<file path="config.mk">
export PLATFORM = sky130hd
export DESIGN_NAME = vr_sequencer
export DESIGN_NICKNAME = d
export VERILOG_FILES = /design/src/rtl/vr_sequencer.sv
export SDC_FILE = /design/constraint.sdc
export NUM_CORES = 1
export LEC_CHECK = 0
export BUFFER_PORTS_ARGS = -buffer_cell sky130_fd_sc_hd__buf_2
export CORE_AREA = 3 3 40 42
export DETAILED_ROUTE_END_ITERATION = 7
export DIE_AREA = 0 0 43 45
export GPL_TIMING_DRIVEN = 0
export SLEW_MARGIN = 20
export SYNTH_ARGS = -nofsm -noshare
export SYNTH_HDL_FRONTEND = slang
export SYNTH_SLANG_ARGS = --single-unit
export TNS_END_PERCENT = 1
</file>
<file path="constraint.sdc">
create_clock -name c -period 2.1 [get_ports c]
set_input_delay 0.105 -clock c [delete_from_list [all_inputs] [get_ports c]]
set_output_delay 0.105 -clock c [all_outputs]
set_load 0.005 [all_outputs]
</file>
<file path="src/rtl/vr_sequencer.sv">
`default_nettype none
// ============================================================================
// Module   : vr_sequencer
// Purpose  : Instruction-phase controller for the 8-bit accumulator CPU.
//            Steps a 3-bit phase counter through eight phases per
//            instruction and decodes phase, opcode and the zero flag into
//            the datapath load/enable/select strobes.
// Revision : 1.0  initial release
// ----------------------------------------------------------------------------
// Ports
//   c       in   1  clock, rising edge
//   r       in   1  reset, asynchronous, active-high
//   e       in   1  phase advance enable (phase holds when 0)
//   opcode  in   3  instruction register opcode field
//   zero    in   1  accumulator-is-zero flag
//   phase   out  3  current phase 0..7
//   sel     out  1  address mux select (1 = PC, 0 = IR operand)
//   rd      out  1  memory read strobe
//   ld_ir   out  1  instruction register load
//   inc_pc  out  1  program counter increment
//   ld_pc   out  1  program counter load
//   data_e  out  1  accumulator-to-bus driver enable
//   ld_ac   out  1  accumulator load
//   wr      out  1  memory write strobe
//   halt    out  1  processor halted
// ============================================================================
module vr_sequencer (
  input  logic       c,
  input  logic       r,
  input  logic       e,
  input  logic [2:0] opcode,
  input  logic       zero,
  output logic [2:0] phase,
  output logic       sel,
  output logic       rd,
  output logic       ld_ir,
  output logic       inc_pc,
  output logic       ld_pc,
  output logic       data_e,
  output logic       ld_ac,
  output logic       wr,
  output logic       halt
);

  localparam logic [2:0] PH_INST_ADDR  = 3'd0;
  localparam logic [2:0] PH_INST_FETCH = 3'd1;
  localparam logic [2:0] PH_INST_LOAD  = 3'd2;
  localparam logic [2:0] PH_IDLE       = 3'd3;
  localparam logic [2:0] PH_OP_ADDR    = 3'd4;
  localparam logic [2:0] PH_OP_FETCH   = 3'd5;
  localparam logic [2:0] PH_ALU_OP     = 3'd6;
  localparam logic [2:0] PH_STORE      = 3'd7;

  localparam logic [2:0] OP_HLT = 3'd0;
  localparam logic [2:0] OP_SKZ = 3'd1;
  localparam logic [2:0] OP_ADD = 3'd2;
  localparam logic [2:0] OP_LDA = 3'd5;
  localparam logic [2:0] OP_STO = 3'd6;
  localparam logic [2:0] OP_JMP = 3'd7;

  logic       halted;
  logic [2:0] phase_nxt;
  logic       halted_nxt;
  logic       aluop;
  logic       hlt_now;

  // ADD, AND, XOR and LDA occupy the contiguous opcode range 2..5
  assign aluop   = (opcode >= OP_ADD) && (opcode <= OP_LDA);
  assign hlt_now = (phase == PH_OP_ADDR) && (opcode == OP_HLT);

  // State register
  always_ff @(posedge c or posedge r) begin
    if (r) begin
      phase  <= PH_INST_ADDR;
      halted <= 1'b0;
    end else begin
      phase  <= phase_nxt;
      halted <= halted_nxt;
    end
  end

  // Next-state logic. A HLT in OP_ADDR latches halted instead of advancing,
  // so the phase stays frozen at 4 for the whole halted period.
  always_comb begin
    phase_nxt  = phase;
    halted_nxt = halted;
    if (e && !halted) begin
      if (hlt_now) begin
        halted_nxt = 1'b1;
      end else begin
        phase_nxt = phase + 3'd1;
      end
    end
  end

  // Output decode: pure function of registered phase/halted plus opcode/zero
  always_comb begin
    sel    = 1'b0;
    rd     = 1'b0;
    ld_ir  = 1'b0;
    inc_pc = 1'b0;
    ld_pc  = 1'b0;
    data_e = 1'b0;
    ld_ac  = 1'b0;
    wr     = 1'b0;
    halt   = 1'b0;
    if (halted) begin
      halt = 1'b1;
    end else begin
      case (phase)
        PH_INST_ADDR: begin
          sel = 1'b1;
        end
        PH_INST_FETCH: begin
          sel = 1'b1;
          rd  = 1'b1;
        end
        PH_INST_LOAD, PH_IDLE: begin
          sel   = 1'b1;
          rd    = 1'b1;
          ld_ir = 1'b1;
        end
        PH_OP_ADDR: begin
          inc_pc = (opcode != OP_HLT);
          halt   = (opcode == OP_HLT);
        end
        PH_OP_FETCH: begin
          rd = aluop;
        end
        PH_ALU_OP: begin
          // data_e leads wr by one phase so bus data settles before the write
          rd     = aluop;
          inc_pc = (opcode == OP_SKZ) && zero;
          ld_pc  = (opcode == OP_JMP);
          data_e = (opcode == OP_STO);
        end
        PH_STORE: begin
          rd     = aluop;
          ld_ac  = aluop;
          ld_pc  = (opcode == OP_JMP);
          data_e = (opcode == OP_STO);
          wr     = (opcode == OP_STO);
        end
        default: begin
          sel = 1'b0;
        end
      endcase
    end
  end

endmodule
`default_nettype wire

</file>
Yosys cells after proc, flatten, opt, wreduce, memory -nomap -nowiden
Index checks and enable logic that the tools add are counted.

Reduce and logical (&&, ||, !) cells: 15. Multiplexer cells: 18. Add/sub/neg operators: 1. Eq/ne operators: 10. Bitwise logic cells: 1. Magnitude comparators: 2.

Operator list (count): $eq 3x3->1 const B (6); $mux 1 (16); $eq 3x1->1 const B (2); $eq 3x2->1 const B (2); $logic_not 3->1 (2); $reduce_or 3->1 (2); $logic_and 1x1->1 (4); $pmux 1 s2 (2); $reduce_and 2->1 (2); $reduce_or 2->1 (2); $reduce_or 4->1 (1); $add 3x1->3 const B (1); $ge 3x2->1 const B (1); $le 3x3->1 const B (1); $reduce_bool 3->1 (1); $logic_not 1->1 (1); $not 1->1 (1).

Flip-flop bits (word level): 4. Input bits: 7. Word-level logic and storage cells: 49.

Longest topological paths before layout
Gate-level depths: netlist of run 1.

Depth in word-level cells: 4. Depth in mapped cells: 5. Mapped depth without buffers: 5.

Worst setup path after synthesis of run 1
No wires, ideal clock.

Path type: reg2reg. Start: reg phase[0]. End: reg phase[1]. Buffers on the path: 0. Clock period less this slack: 1.556 ns. Path slack: 0.544 ns. Arrival time: 1.428 ns. Stages on the path, launching flop included: 6. Cell sequence: dfrtp_1 > inv_1 > ha_1 > nand2_2 > o41ai_2 > mux2_1.

Longest elaborated chain between the ends: 4.

Ends and longest elaborated chain: from (decl) (RTL line 33) `output logic [2:0] phase,`; from (signal assigned) (RTL line 77) `phase <= phase_nxt;`; $eq 3x3->1 (RTL line 69) `assign hlt_now = (phase == PH_OP_ADDR) && (opcode == OP_HLT);`; $logic_and 1x1->1 (RTL line 69); $not 1->1 (no source line); $reduce_and 2->1 (no source line).

Parallel ways exist; a longest one is shown, timed or not. A chain may end at the register's enable or synchronous reset.

Worst setup path in the final report of run 1
Start: reg phase[0]. End: out sel.

Longest elaborated chain between the ends: 4.

Ends and longest elaborated chain: $eq 3x2->1 (tied with other cells) (RTL line 110) `case (phase)`; $reduce_or 4->1 (no source line) *; $mux 1 * (RTL line 110); $mux 1 * (RTL line 107) `if (halted) begin`; to (decl) (RTL line 34) `output logic sel,`.

Mark *: on every way between the ends. The rest lies on a longest branch, timed or not.

==> results of run 1 <==
[routing by layer]
layer | global-route usage, % | up-vias
met5 | 0 | -
li1 | - | 213
met4 | 9.04 | 0
met1 | 12.9 | 178
met3 | 2.79 | 2
met2 | 15.6 | 16
[cell type report]
class | instances | area (µm²)
fill | 147 | 747
multi-input combinational | 37 | 277
sequential | 4 | 100
timing repair buffer | 19 | 100
clock buffer | 3 | 22.5
tap | 15 | 18.8
inverter | 4 | 15.0
buffer | 1 | 5.00
[flip-flops by register name, summed over array words and instances, names as in the netlist]
name / cells
phase: 3
halted: 1
[worst max-delay path by stage]
stage | cells after the start | end | slack [ps] | from
2_1_floorplan | 5 | phase[1]$_DFFE_PP0P_ | 540 | phase[0]$_DFFE_PP0P_
3_3_place_gp | 5 | phase[1]$_DFFE_PP0P_ | 400 | phase[0]$_DFFE_PP0P_
3_5_place_dp | 5 | phase[1]$_DFFE_PP0P_ | 350 | phase[0]$_DFFE_PP0P_
4_1_cts | 6 | sel | 250 | phase[0]$_DFFE_PP0P_
5_1_grt | 6 | sel | 110 | phase[0]$_DFFE_PP0P_
6_report | 6 | sel | 270 | phase[0]$_DFFE_PP0P_
[what timing repair did]
item | in CTS | in global routing
endpoints found under the setup margin | 0 | 0
endpoints found under the hold margin | 4 | 0
hold buffers | 1 | 0
[where the power goes]
group / switching [mW] / leakage [nW] / total (mW) / internal (mW)
logic: 0.233 / 0.221 / 0.445 / 0.212
registers: 0.0505 / 0.0462 / 0.168 / 0.117
clock network: 0.0276 / 0.0138 / 0.0913 / 0.0637
total: 0.311 / 0.281 / 0.704 / 0.393
[cells in the final DEF, fill, tap and decap left out]
master,synthesis,routed
mux2_1,1,1
or3_1,1,1
inv_1,4,4
xnor2_1,2,2
a41o_2,1,1
a21oi_1,3,3
a31oi_1,2,2
nor4_1,2,2
nor4b_1,1,1
nand3_1,1,1
nor3b_1,1,1
nand2_2,1,1
nor3_1,3,3
buf_2,1,19
o32ai_1,1,1
ha_1,6,6
dfrtp_1,4,4
nand2_1,2,2
nor2b_2,1,1
dlygate4sd3_1,0,1
nand2b_1,2,2
nor2_1,5,5
clkbuf_4,0,3
o41ai_2,1,1
[logic make-up (layout without fill, tap and decap cells)]
kind of cell / Yosys count / in the layout / share of synthesized area, %
buffers and inverters: 5 / 27 / 5.04
DFF: 4 / 4 / 25.2
adders and majority gates: 6 / 6 / 18.9
AOI/OAI and AO/OA: 8 / 8 / 16.1
xor gates and xnor gates: 2 / 2 / 4.42
and+or+nand+nor: 20 / 20 / 27.4
muxes: 1 / 1 / 2.84
[per-stage QoR]
stage          util [%]  hold WS [ps]
2_1_floorplan         -          -129
3_3_place_gp       39.3         -16.3
3_5_place_dp       39.3         -13.5
4_1_cts            41.9           155
5_1_grt            41.9           163
6_report           41.9           158
==> impl_results.md, run 1 <==
- Hold depth: 2
- Non-Filler Instances: 83
- Period minus WS final: ~1800 ps
- CTS tree: yes
- GRT Residual Overflow: 0
- Root Driver: clkbuf_4
- TritonCTS Sinks: 4
- Fraction of layout cells with a size suffix above 1: 38.2%
- ANT nets after route: 0
- Status: finished clean
- Finished layout cell area: 538 µm²
- Total Routing Usage GR: between 10% and 20%
- CP endpoint kind: primary output
- Worst reg2reg setup slack: between 300 and 400 ps
- Worst-Skew Late Latency: 230 ps
- Number of synthesized register bits: 4
- DR pass1 iterations: 3
- R2r worst-path depth: 5
- Initial antenna violation count: 0
- Critical-path cell list: inv_1 -> ha_1 -> or3_1 -> a21oi_1 -> nor2_1 -> buf_2
- DRC violations left: 0
- Average wire per standard cell: between 10 and 15 µm
- Skew final: about 0.25 ps
- Post-Syn Instances: 46
- Worst slew margin: between 70% and 80%
- Die Ht: around 45 µm
- Slew @ Worst Pin: 402 ps
- CP Launch Type: flip-flop
- Largest delay share family, worst path: simple AND/OR/NAND/NOR gates
- Number of I/O pins: 19
- Core area: 1280 µm²
- Vias in the first global route: about 370
- RSZ-0062 raised after global routing: no
- Worst Hold Launch: e
- Static leakage power: ~0.28 nW
- DR vias/cell: 4.93
- Sequential area share after synthesis: 25.2%
- Maximum vdd ir drop: approximately 540 µV
- Crit Reg-Reg Startpoint: phase[0]$_DFFE_PP0P_
- Syn nets: approximately 60
- Layout Nets: 83
- N_diodes: 0
- Clock transition at the registers of the reported paths: around 30 ps
- Ys Warns: 0
- WL final: ~900 µm
- Max Transition Viols Final: 0
- Pwr Total: 0.704 mW
- Uppermost routed layer: met4
- Area Overhead vs Synth: 35.6%
- Clock buffer depth: 2
- Tightest Hold Check Type: input pin to flip-flop
- PwrDens: around 1300 nW/µm²
- Placed Area: 505 µm²
- Share of the synthesized area in the top cell type: around 25%
- Hold endpoint: halted$_DFFE_PP0P_
- Largest cells by area after synthesis: dfrtp_1, ha_1, nor2_1
- Count of different cell masters after synthesis: 22
- Placed Instances: roughly 80
- Max cap viols: 0
- CP Data Required Time: roughly 2000 ps
- Post-synth EDFFs: 0
- Main synth FF type: dfrtp_1
- Worst path slowest cell: dfrtp_1
- H-tree levels: 1
- Synth top cells by count: ha_1, nor2_1, dfrtp_1, inv_1
- Crit Reg-Reg Endpoint: phase[1]$_DFFE_PP0P_
- Met2 Routed Length: ~400 µm
- Met3 wire length: roughly 66 µm
- 1st-iter DRT viols: 5
- Starting Density: between 30% and 40%
- First-pass GRT wire length: approximately 1.5 mm
- FMAX: 546 MHz
- Critical path class: flip-flop to primary output
- Die Wd: 43 µm
- Crit path setup slack, layout: about 270 ps
- Final setup viols: 0
- CP Max Fanout: 5
- Tcrit/Tclk final: ~87%
- Pin count of the biggest net entering global routing: 11
- Synth Area per Inst: 8.62 µm²
- Placer Congestion: roughly 0.75
- IO buf count: 18
- Final count of hold timing violations: 0
- Total CTS buffers: 3
- Asr flop ratio synth: 100%
- Syn Std Cell Area: between 300 and 400 µm²
- Die area: 1940 µm²
- # rows: 13
- Met1 WL: 439 µm
- Yosys top cell by area: dfrtp_1
- Buf+Inv Stages, Crit Path: 2
- CP max stage delay: just over 400 ps
- Post-CTS setup buffers: 0
- Pre-CTS setup slack: about 350 ps
- Arr. time, crit path: 1730 ps
- Vias: a little over 400
- Post-CTS sizing: 0
- Total negative slack: 0 ps
- Count leader, synth: ha_1
- Detailed Place HPWL: 736 µm
Power figures use the tool's default switching activity.
==> run 2: changes to the inputs <==
Settings changed: CTS_CLUSTER_SIZE set to 30, REMOVE_ABC_BUFFERS set to 1, TNS_END_PERCENT 1 to unset.
==> run 2 against run 1 <==
Effect of this change: non-clock buffer count decreased by 1; first-iteration DRC count increased by 80%; clock skew increased by 2.4 ps; sequential power increased by 15%; clock-buffer cell count unchanged; maximum frequency about the same; critical path type unchanged; largest power group unchanged.
==> impl_results.md, run 2 (same netlist as run 1, synthesis figures left out) <==
- Status: finished clean
- WL final: 878 µm (-4.7%)
- Met2 Routed Length: 400 µm (unchanged)
- CP endpoint kind: primary output
- Vias in the first global route: 327 (-12%)
- Starting Density: 30.9% (unchanged)
- Tcrit/Tclk final: 87.1% (about the same)
- Core area: 1280 µm² (unchanged)
- # rows: 13 (unchanged)
- DRC violations left: 0 (unchanged)
- Initial antenna violation count: 0 (unchanged)
- Die area: 1940 µm² (unchanged)
- Pin count of the biggest net entering global routing: 11 (unchanged)
- ANT nets after route: 0 (unchanged)
- Biggest regs: phase: 3 flops, halted: 1 flops
- Total negative slack: 0 ps (unchanged)
- Commonest non-fill, non-tap cell in the layout: buf_2
- N_diodes: 0 (unchanged)
- Clk pwr share: 13.1% (about the same)
- Non-Filler Instances: 82 (-1.2%)
- RSZ-0062 raised after global routing: no
- Final count of hold timing violations: 0 (unchanged)
- CTS tree: yes
- Max Transition Viols Final: 0 (unchanged)
- IO buf count: 18 (unchanged)
- Met1 WL: 408 µm (-7.1%)
- 1st-iter DRT viols: 9 (+4)
- Root Driver: clkbuf_4
- CP Max Fanout: 5 (unchanged)
- Vias: 393 (-3.9%)
- Largest register by flop count: phase
- DR vias/cell: 4.79 (-2.7%)
- Period minus WS final: 1830 ps (-0.870 ps)
- Slew @ Worst Pin: 394 ps (-8.04 ps)
- FMAX: 547 MHz (about the same)
- Final setup viols: 0 (unchanged)
- P_int: 0.384 mW (-2.2%)
- Max reg flops: 3 (unchanged)
- Static leakage power: 0.276 nW (-1.5%)
- Pre-CTS setup slack: 359 ps (+5.24 ps)
- Total Routing Usage GR: 9.28% (-1.3 points)
- Uppermost routed layer: met3
- H-tree levels: 1 (unchanged)
- Switching power of the nets: 0.307 mW (-1.2%)
- PwrDens: 1300 nW/µm² (-0.85%)
- TritonCTS Sinks: 4 (unchanged)
- Worst reg2reg setup slack: 400 ps (+40 ps)
- CP Launch Type: flip-flop
- Placer Congestion: 0.768 (+2.8%)
- Clock buffer depth: 2 (unchanged)
- Most frequent cells in the layout: buf_2, ha_1, nor2_1, inv_1, dfrtp_1
- Layout Nets: 82 (-1.2%)
- Total CTS buffers: 3 (unchanged)
- Average wire per standard cell: 10.7 µm (-3.5%)
- Crit path setup slack, layout: 271 ps (+0.870 ps)
- Switching share of power: 44.4% (+0.25 points)
- Post-CTS sizing: 0 (unchanged)
- CP Data Required Time: 2000 ps (about the same)
- Clock transition at the registers of the reported paths: 40 ps (about the same)
- Max cap viols: 0 (unchanged)
- GRT Residual Overflow: 0 (unchanged)
- Critical path class: flip-flop to primary output
- Placed Instances: 78 (-1.3%)
- Met3 wire length: 70 µm (+6.1%)
- DR pass1 iterations: 4 (+1)
- Number of I/O pins: 19 (unchanged)
- Die Ht: 45 µm (unchanged)
- Skew final: 2.66 ps (+2.42 ps)
- First-pass GRT wire length: 1.35 mm (-9.3%)
- Worst-Skew Late Latency: 230 ps (about the same)
- Worst slew margin: 73.5% (+0.54 points)
- Combinational power share: 59.0% (-4.2 points)
- Area Overhead vs Synth: 34.4%
- Die Wd: 43 µm (unchanged)
- Sequential share of power: 27.9% (+4.1 points)
- Detailed Place HPWL: 708 µm (-3.8%)
- Maximum vdd ir drop: 592 µV (+8.8%)
- Fraction of layout cells with a size suffix above 1: 37.3% (-0.92 points)
- Tightest Hold Check Type: input pin to flip-flop
- Arr. time, crit path: 1720 ps (about the same)
## run 2: cell count changes in the layout (fill, tap and decap cells not counted), sizes merged
cell,before,now
buf,19,18
## run 2: per-stage QoR
step	hold WS (ps)	cell area [µm²]	power (mW)	util [%]
2_1_floorplan	-129	392	0.453	-
3_3_place_gp	-17.3	500	0.599	38.9
3_5_place_dp	-13.8	500	0.607	38.9
4_1_cts	165	533	0.707	41.5
5_1_grt	172	533	0.774	41.5
6_report	173	533	0.691	41.5
## run 2: worst paths after layout
| path | from | to | cells past startpoint |
|---|---|---|---|
| setup / recovery | phase[0]$_DFFE_PP0P_ | sel | 6 |
| hold / removal | e | halted$_DFFE_PP0P_ | 2 |
| setup reg to reg | phase[0]$_DFFE_PP0P_ | phase[1]$_DFFE_PP0P_ | 5 |
| hold reg to reg | phase[0]$_DFFE_PP0P_ | phase[0]$_DFFE_PP0P_ | 1 |
| max in group asynchronous | r | phase[2]$_DFFE_PP0P_ | 3 |
| min in group asynchronous | r | phase[1]$_DFFE_PP0P_ | 3 |
## run 2: timing repair
| action | CTS | global route |
|---|---|---|
| buffers inserted | 0 | 0 |
| endpoints found under the hold margin | 4 | 0 |
| hold buffers | 1 | 0 |
## run 2: area by class of cell
| cell class | instances | area [µm²] |
|---|---|---|
| clock buffer | 3 | 22.5 |
| timing repair buffer | 19 | 100 |
| fill | 142 | 752 |
| sequential | 4 | 100 |
| tap | 15 | 18.8 |
| inverter | 4 | 15.0 |
| multi-input combinational | 37 | 277 |
## run 2: worst max-delay path: stages, from the launching register on
cell and delay, ps:
dfrtp_1 410, inv_1 110, ha_1 260, or3_1 380, a21oi_1 150, nor2_1 50, buf_2 130
## run 2: power groups by stage
stage                     sequential (mW)  clock [mW]  combinational (mW)
after CTS                           0.193      0.0973               0.416
after floorplan                     0.182           0               0.272
after detailed placement            0.194           0               0.412
after global routing                0.204       0.103               0.466
after global placement              0.191           0               0.408
final                               0.193      0.0906               0.408
## run 2: metal layers
metal | track usage [%] | up-vias
met4 | 5.42 | 0
met5 | 0 | -
li1 | - | 208
met3 | 1.20 | 0
met2 | 15.9 | 15
met1 | 11.2 | 170
